**config.mk**
```make
export PLATFORM = sky130hd
export DESIGN_NAME = step_motor_sequencer
export DESIGN_NICKNAME = d
export VERILOG_FILES = /design/src/rtl/step_motor_sequencer.sv
export SDC_FILE = /design/constraint.sdc
export NUM_CORES = 1
export LEC_CHECK = 0
export BUFFER_PORTS_ARGS = -buffer_cell sky130_fd_sc_hd__buf_2
export CAP_MARGIN = 25
export CORE_MARGIN = 2
export CORE_UTILIZATION = 25
export CTS_CLUSTER_SIZE = 16
export DETAILED_ROUTE_END_ITERATION = 10
export PLACE_DENSITY_LB_ADDON = 0.3
export SYNTH_ARGS = -nofsm -noshare
export SYNTH_HDL_FRONTEND = slang
export SYNTH_SLANG_ARGS = --single-unit
```
**constraint.sdc**
```tcl
create_clock -name csi_MCLK_clk -period 3.2 [get_ports csi_MCLK_clk]
set_input_delay 0.16 -clock csi_MCLK_clk [delete_from_list [all_inputs] [get_ports csi_MCLK_clk]]
set_output_delay 0.16 -clock csi_MCLK_clk [all_outputs]
set_load 0.005 [all_outputs]
```
**src/rtl/step_motor_sequencer.sv**
```systemverilog
// -----------------------------------------------------------------------------
// step_motor_sequencer
//
// Multi-channel stepper phase sequencer. Each channel turns a move command
// (a step count) into a sequence of coil drive patterns, stepping at a
// programmable rate in full- or half-step mode, in either direction. Each
// channel also tracks a signed position and can invert its outputs, so that
// inverting and non-inverting bridge drivers share the same logic.
//
// Ports
//   csi_MCLK_clk    : system clock, all logic on the rising edge
//   rsi_MRST_reset  : synchronous active-high reset
//   wr_en           : register write strobe (one write per cycle)
//   wr_chan         : target channel; values >= CHANNELS are ignored
//   wr_addr         : 0=PERIOD, 1=STEPS, 2=CTRL, 3=POSITION
//   wr_data         : write data, LSB-aligned
//   phase_out       : per channel c, bits [4c+3:4c] = {BY,BX,AY,AX}
//   busy            : channel has steps remaining
//   done            : one-cycle pulse with the last step of a move
//   position        : signed step position, POS_WIDTH bits per channel
// -----------------------------------------------------------------------------
module step_motor_sequencer #(
  parameter int CHANNELS   = 4,
  parameter int DIV_WIDTH  = 16,
  parameter int STEP_WIDTH = 16,
  parameter int POS_WIDTH  = 16
) (
  input  logic                          csi_MCLK_clk,
  input  logic                          rsi_MRST_reset,
  input  logic                          wr_en,
  input  logic [2:0]                    wr_chan,
  input  logic [1:0]                    wr_addr,
  input  logic [31:0]                   wr_data,
  output logic [4*CHANNELS-1:0]         phase_out,
  output logic [CHANNELS-1:0]           busy,
  output logic [CHANNELS-1:0]           done,
  output logic [POS_WIDTH*CHANNELS-1:0] position
);

  typedef enum logic [1:0] {
    REG_PERIOD   = 2'd0,
    REG_STEPS    = 2'd1,
    REG_CTRL     = 2'd2,
    REG_POSITION = 2'd3
  } reg_addr_t;

  typedef struct packed {
    logic inv;   // [3] invert all four outputs
    logic half;  // [2] half-step mode
    logic dir;   // [1] 1 = index and position increment
    logic en;    // [0] energise coils and allow motion
  } ctrl_t;

  // Coil pattern per phase index, ordered {AX,AY,BX,BY}.
  function automatic logic [3:0] phase_lut(input logic [2:0] idx);
    logic [3:0] pat;
    unique case (idx)
      3'd0: pat = 4'b1000;
      3'd1: pat = 4'b1010;
      3'd2: pat = 4'b0010;
      3'd3: pat = 4'b0110;
      3'd4: pat = 4'b0100;
      3'd5: pat = 4'b0101;
      3'd6: pat = 4'b0001;
      default: pat = 4'b1001;
    endcase
    return pat;
  endfunction

  // Upper write-data bits are architecturally ignored.
  logic unused_wr_bits;
  assign unused_wr_bits = ^wr_data;

  for (genvar c = 0; c < CHANNELS; c++) begin : g_chan
    logic [DIV_WIDTH-1:0]  period_q;    // programmed PERIOD
    logic [DIV_WIDTH-1:0]  reload_q;    // PERIOD captured at the last divider reload
    logic [DIV_WIDTH-1:0]  div_q;
    logic [STEP_WIDTH-1:0] remaining_q;
    ctrl_t                 ctrl_q;
    logic [2:0]            index_q;
    logic [POS_WIDTH-1:0]  pos_q;
    logic                  done_q;

    logic                  sel;
    logic                  steps_wr;
    logic                  busy_c;
    logic                  moving;
    logic                  fire;
    logic [2:0]            stride;
    logic [2:0]            index_next;
    logic [POS_WIDTH-1:0]  pos_next;
    logic [3:0]            pat;

    // NOTE: every combinational output gets a value on every path, so no
    // latch can be inferred here.
    always_comb begin
      sel      = wr_en && (wr_chan == 3'(c));
      steps_wr = sel && (wr_addr == REG_STEPS);
      busy_c   = (remaining_q != '0);
      moving   = busy_c && ctrl_q.en;
      // Comparing against the captured period keeps a mid-interval PERIOD
      // write from stranding the divider above its terminal count.
      fire     = moving && (div_q == reload_q);
      // Full-step from an even index first lands on an odd index, then
      // strides by two; half-step always strides by one.
      stride     = (!ctrl_q.half && index_q[0]) ? 3'd2 : 3'd1;
      index_next = ctrl_q.dir ? index_q + stride : index_q - stride;
      pos_next   = ctrl_q.dir ? pos_q + POS_WIDTH'(1) : pos_q - POS_WIDTH'(1);
    end

    // NOTE: sequential state uses non-blocking assignments so every register
    // samples pre-edge values regardless of statement order.
    always_ff @(posedge csi_MCLK_clk) begin
      if (rsi_MRST_reset) begin
        period_q    <= '0;
        reload_q    <= '0;
        div_q       <= '0;
        remaining_q <= '0;
        ctrl_q      <= '0;
        index_q     <= '0;
        pos_q       <= '0;
        done_q      <= 1'b0;
      end else begin
        done_q <= 1'b0;
        // A STEPS write takes priority over a step firing on the same edge.
        if (steps_wr) begin
          remaining_q <= wr_data[STEP_WIDTH-1:0];
          div_q       <= '0;
          reload_q    <= period_q;
        end else if (fire) begin
          index_q     <= index_next;
          pos_q       <= pos_next;
          remaining_q <= remaining_q - STEP_WIDTH'(1);
          div_q       <= '0;
          reload_q    <= period_q;
          done_q      <= (remaining_q == STEP_WIDTH'(1));
        end else if (moving) begin
          div_q <= div_q + DIV_WIDTH'(1);
        end

        if (sel) begin
          case (reg_addr_t'(wr_addr))
            REG_PERIOD:   period_q <= wr_data[DIV_WIDTH-1:0];
            REG_CTRL:     ctrl_q   <= ctrl_t'(wr_data[3:0]);
            REG_POSITION: if (!busy_c) pos_q <= wr_data[POS_WIDTH-1:0];
            default:      ;
          endcase
        end
      end
    end

    // Table order {AX,AY,BX,BY} is reversed onto the {BY,BX,AY,AX} pins.
    assign pat = phase_lut(index_q);
    assign phase_out[4*c +: 4] = ctrl_q.en ? ({pat[0], pat[1], pat[2], pat[3]} ^ {4{ctrl_q.inv}})
                                           : {4{ctrl_q.inv}};
    assign busy[c] = busy_c;
    assign done[c] = done_q;
    assign position[POS_WIDTH*c +: POS_WIDTH] = pos_q;
  end

endmodule

```
Word-level counts from Yosys, hierarchy flattened
Cells that the tools add are included.
- muxes and demuxes: 56
- $mul: 0
- bitwise gates (word level): 12
- order comparisons: 0
- equality and inequality tests: 38
- shift operators: 0
- div/mod/pow operators: 0
- reduce and logical (&&, ||, !) cells: 58
- add/subtract/negate cells: 24
- operators by type and width (cell ; count):
    two-way mux 16 bit ; 40
    adder 16 x 1 -> 16 bit (second input constant) ; 8
    subtractor 16 x 1 -> 16 bit (second input constant) ; 8
    one-hot mux 4 bit (7 select lines) ; 4
    equality test 16 x 1 -> 1 bit (second input constant) ; 4
    equality test 16 bit ; 4
    nonzero test 16 bit ; 4
    equality test 3 bit (second input constant) ; 12
    equality test 3 x 2 -> 1 bit (second input constant) ; 10
    AND reduction 2 bit ; 12
    OR reduction 3 bit ; 8
    logical AND 1 bit ; 20
    two-way mux 4 bit ; 4
    bitwise XOR 4 bit ; 4
    equality test 3 x 1 -> 1 bit (second input constant) ; 5
    zero test 3 bit ; 5
    adder 3 x 2 -> 3 bit ; 4
    two-way mux 3 bit ; 4
    subtractor 3 x 2 -> 3 bit ; 4
    two-way mux 2 bit ; 4
    NOT 1 bit ; 8
    nonzero test 2 bit ; 4
    equality test 2 bit (second input constant) ; 2
    zero test 1 bit ; 4
    2 further kinds ; 2
- input port bits: 40
- bits in writable memories: 0
- output and inout port bits: 88
- latch bits: 0
- ROM bits: 0
- register bits: 352
- logic and storage cells: 232
- memories kept: 0

Longest topological paths before layout
- depth in word-level cells: 8
- gate-level depth with buffers: 12
- depth with buffers taken out: 10

Worst setup path after synthesis
No wires, ideal clock.
- path type: register to register
- start point: reg g_chan[0].ctrl_q[1] (netlist name)
- end point: reg g_chan[0].pos_q[15]
- library setup time: 0.122 ns
- arrival: 2.819 ns
- buffers on the path: 0
- data required time: 3.078 ns
- stages on the path, launching flop included: 11
- slack: 0.260 ns
- clock period less this slack: 2.940 ns
- path through: dfxtp_1 > inv_1 > ha_1 > and4_1 > and2_1 > a2111oi_0 > o21ai_0 > a31oi_1 > xnor2_1 > o21a_1 > o311a_1
- word-level cells in the longest chain between the ends: 6
- RTL lines (element ; RTL line ; text):
    from (decl) ; 79 ; ctrl_t ctrl_q;
    from (signal assigned) ; 144 ; REG_CTRL: ctrl_q <= ctrl_t'(wr_data[3:0]);
    two-way mux 16 bit (*) ; 108 ; pos_next = ctrl_q.dir ? pos_q + POS_WIDTH'(1) : pos_q - POS_WIDTH'(1);
    two-way mux 16 bit (*) ; 130 ; end else if (fire) begin
    two-way mux 16 bit (*) ; 126 ; if (steps_wr) begin
    two-way mux 16 bit ; 145 ; REG_POSITION: if (!busy_c) pos_q <= wr_data[POS_WIDTH-1:0];
    two-way mux 16 bit ; 142 ; case (reg_addr_t'(wr_addr))
    two-way mux 16 bit (*) ; 141 ; if (sel) begin
    to (signal assigned) ; 132 ; pos_q <= pos_next;
    to (signal assigned) ; 145 ;
    to (decl) ; 81 ; logic [POS_WIDTH-1:0] pos_q;
Mark *: on every way between the ends. The rest lies on a longest branch, timed or not.
A chain may end at the register's enable or synchronous reset.

Final worst setup path
Ends and elaborated chain as after synthesis.

==> impl_metrics.json <==
{
  "status": "complete, no violations",
  "fmax_mhz": 332,
  "rsz0062_at_grt": "no",
  "die_y_um": 280,
  "yosysSeqAreaShare": 0.370,
  "ir_drop_v": 0.000283,
  "antenna_found_initial": 0,
  "hp-start": "wr_data[15]",
  "antenna_left": 0,
  "io_buffers": 111,
  "yosys.area.top_type": "dfxtp_1",
  "fin_util": 0.291,
  "detail_route.first_pass.iterations": 5,
  "synth_adder_area_share": 0.0583,
  "synthCells": 2307,
  "synth_edf_count": 0,
  "nets": 2497,
  "path_class": "reg -> reg",
  "fillers": 8095,
  "grt_max_degree": 120,
  "crit_path_end_kind": "flop",
  "synth_mux_area_frac": 0.0474,
  "yosysWarnings": 0,
  "worstPathMaxFanout": 10,
  "final.period_utilization": 0.942,
  "synthSimpleGateAreaFrac": 0.235,
  "synthXorXnorAreaFrac": 0.107,
  "overflow": 0,
  "critical_path.startpoint_type": "flop",
  "core_sq_um": 75700,
  "ys.flop_type": "dfxtp_1",
  "yosysMostFrequentCell": "dfxtp_1",
  "rr_startpoint": "g_chan[0].ctrl_q[1]",
  "die_x_um": 280,
  "cts-buffers-inserted": 41,
  "synth-seq-cells": 352,
  "whs_ns": 0.0743,
  "startpoint": "g_chan[0].ctrl_q[1]",
  "hold_viol": 0,
  "io_pins": 128,
  "clk-insertion-delay-late_ns": 0.56,
  "synth_top_area_share": 0.370,
  "ctsResizeCount": 0,
  "path_clk_slew_ns": 0.06,
  "die_area_sq_um": 78400,
  "vias_per_cell": 4.65,
  "netlist_area_sq_um": 19100,
  "synth_cell_types": 80,
  "synthTopCellsByArea": "dfxtp_1, nor2_1, xor2_1",
  "clock_sinks": 352,
  "synth_top_family_by_area": "simple AND/OR/NAND/NOR gates",
  "cp.arrival_ns": 3.46,
  "hold_path.class": "in -> reg",
  "num_vias": 15700,
  "design_area_sq_um": 22000,
  "grt_pass1_vias": 14900,
  "synth_compound_area_frac": 0.141,
  "place_area_sq_um": 20600,
  "drv_slew": 0,
  "dp_hpwl_um": 37700,
  "min_period_ns": 3.02,
  "slew_headroom": 0.324,
  "drt_iter0_drc": 827,
  "start_util": 0.252,
  "required_ns": 3.65,
  "postRouteWirelength_um": 55400,
  "maxCapViolations": 0,
  "grt_pass1_wl_um": 86900,
  "synth_nets": 2431,
  "tightest_slew_ns": 1.01,
  "synth.avg_cell_area_sq_um": 8.26,
  "clockRootBuffer": "clkbuf_16",
  "clock-skew-final_ns": 0.0121,
  "async_reset_ff_frac": 0,
  "setup_violations": 0,
  "cts.htree.levels": 2,
  "syn_to_final_growth_pct": 15.5,
  "power_density_nw_per_um2": 458,
  "place.gp.congestion": 0.800,
  "synth_common_cells": "dfxtp_1, nor2_1, nand2_1, a21oi_1, xor2_1",
  "drt-wirelength-per-cell_um": 16.4,
  "rows": 101,
  "cts_tree": "yes",
  "setup_tns_ns": 0,
  "drcViolationCount": 0,
  "power_leakage_nw": 8.68,
  "drive_gt1_frac": 0.109,
  "grt_usage": 0.140,
  "clockBufferDepth": 3
}
-- through the flow --
stage	std cells	setup slack, ns	total power [mW]
after floorplan	2307	0.260	5.04
after global placement	3307	0.221	5.30
after detailed placement	3307	0.205	5.30
after CTS	3382	0.178	10.2
after global routing	3382	0.0236	10.5
final	3384	0.185	10.1
-- what timing repair did --
item                                   in CTS  in global routing
buffers inserted                            0                  0
hold buffers                                1                  0
endpoints found under the hold margin      15                  0
-- logic make-up after synthesis --
family,after synthesis
simple gates,967
compound gates,401
flops,352
xor+xnor,233
buf+inv,180
mux,90
fa+ha+maj,84
-- worst max-delay path, cell delays in order, from the launching register on --
cell,delay [ns]
dfxtp_1,0.32
inv_1,0.18
ha_1,0.45
and4_1,0.25
and2_1,0.15
a2111oi_0,0.07
buf_4,0.16
or4b_1,0.50
a31oi_1,0.22
xnor2_1,0.11
o21a_1,0.17
o311a_1,0.31
-- metal layers --
metal,track usage,share of wire
met1,0.197,0.50
met5,0,0
met4,0.0366,0.019
met2,0.226,0.45
met3,0.0186,0.038
-- final timing paths --
path	depth (start not counted)	slack (ns)	to
max	11	0.18	g_chan[0].pos_q[15]
min	3	0.07	g_chan[1].pos_q[15]
max reg2reg	11	0.18	g_chan[0].pos_q[15]
min reg2reg	2	0.45	g_chan[3].period_q[14]
-- flip-flops by register name, summed over array words and instances (netlist names) --
register / flops
g_chan.index_q: 12
g_chan.div_q: 64
g_chan.remaining_q: 64
g_chan.ctrl_q: 16
g_chan.pos_q: 64
g_chan.reload_q: 64
g_chan.done_q: 4
g_chan.period_q: 64
-- power by group --
part,switching (mW),internal (mW)
sequential,0.0315,4.42
combinational,0.489,0.264
clock,1.96,2.91
-- area by class of cell --
type	instances	area (sq um)	area share
clock buffer	58	1220	0.0555
inverter	42	158	0.00716
multi-input combinational	1775	11200	0.510
sequential	352	7050	0.320
clock inverter	16	178	0.00807
tap	978	1220	0.0556
timing repair buffer	161	956	0.0434
antenna	2	5.00	0.000227
-- cell usage in the layout (no fill, tap or decap), drive strengths merged, types with 11 or more instances in the layout --
cell type  instances
nor2b             15
a21oi            127
or4               11
inv               44
mux2i             88
nand2b            17
o21ai             53
nor4              18
and3              26
a211oi            98
clkbuf            58
dfxtp            352
and2              17
o211a             12
a31oi             14
o211ai            23
nor2             345
buf              160
nor3              78
or3               32
a21o              15
o21a              13
nand3             65
nand4             31
xor2             125
xnor2            108
ha                76
nand2            278
Power figures use the tool's default switching activity.
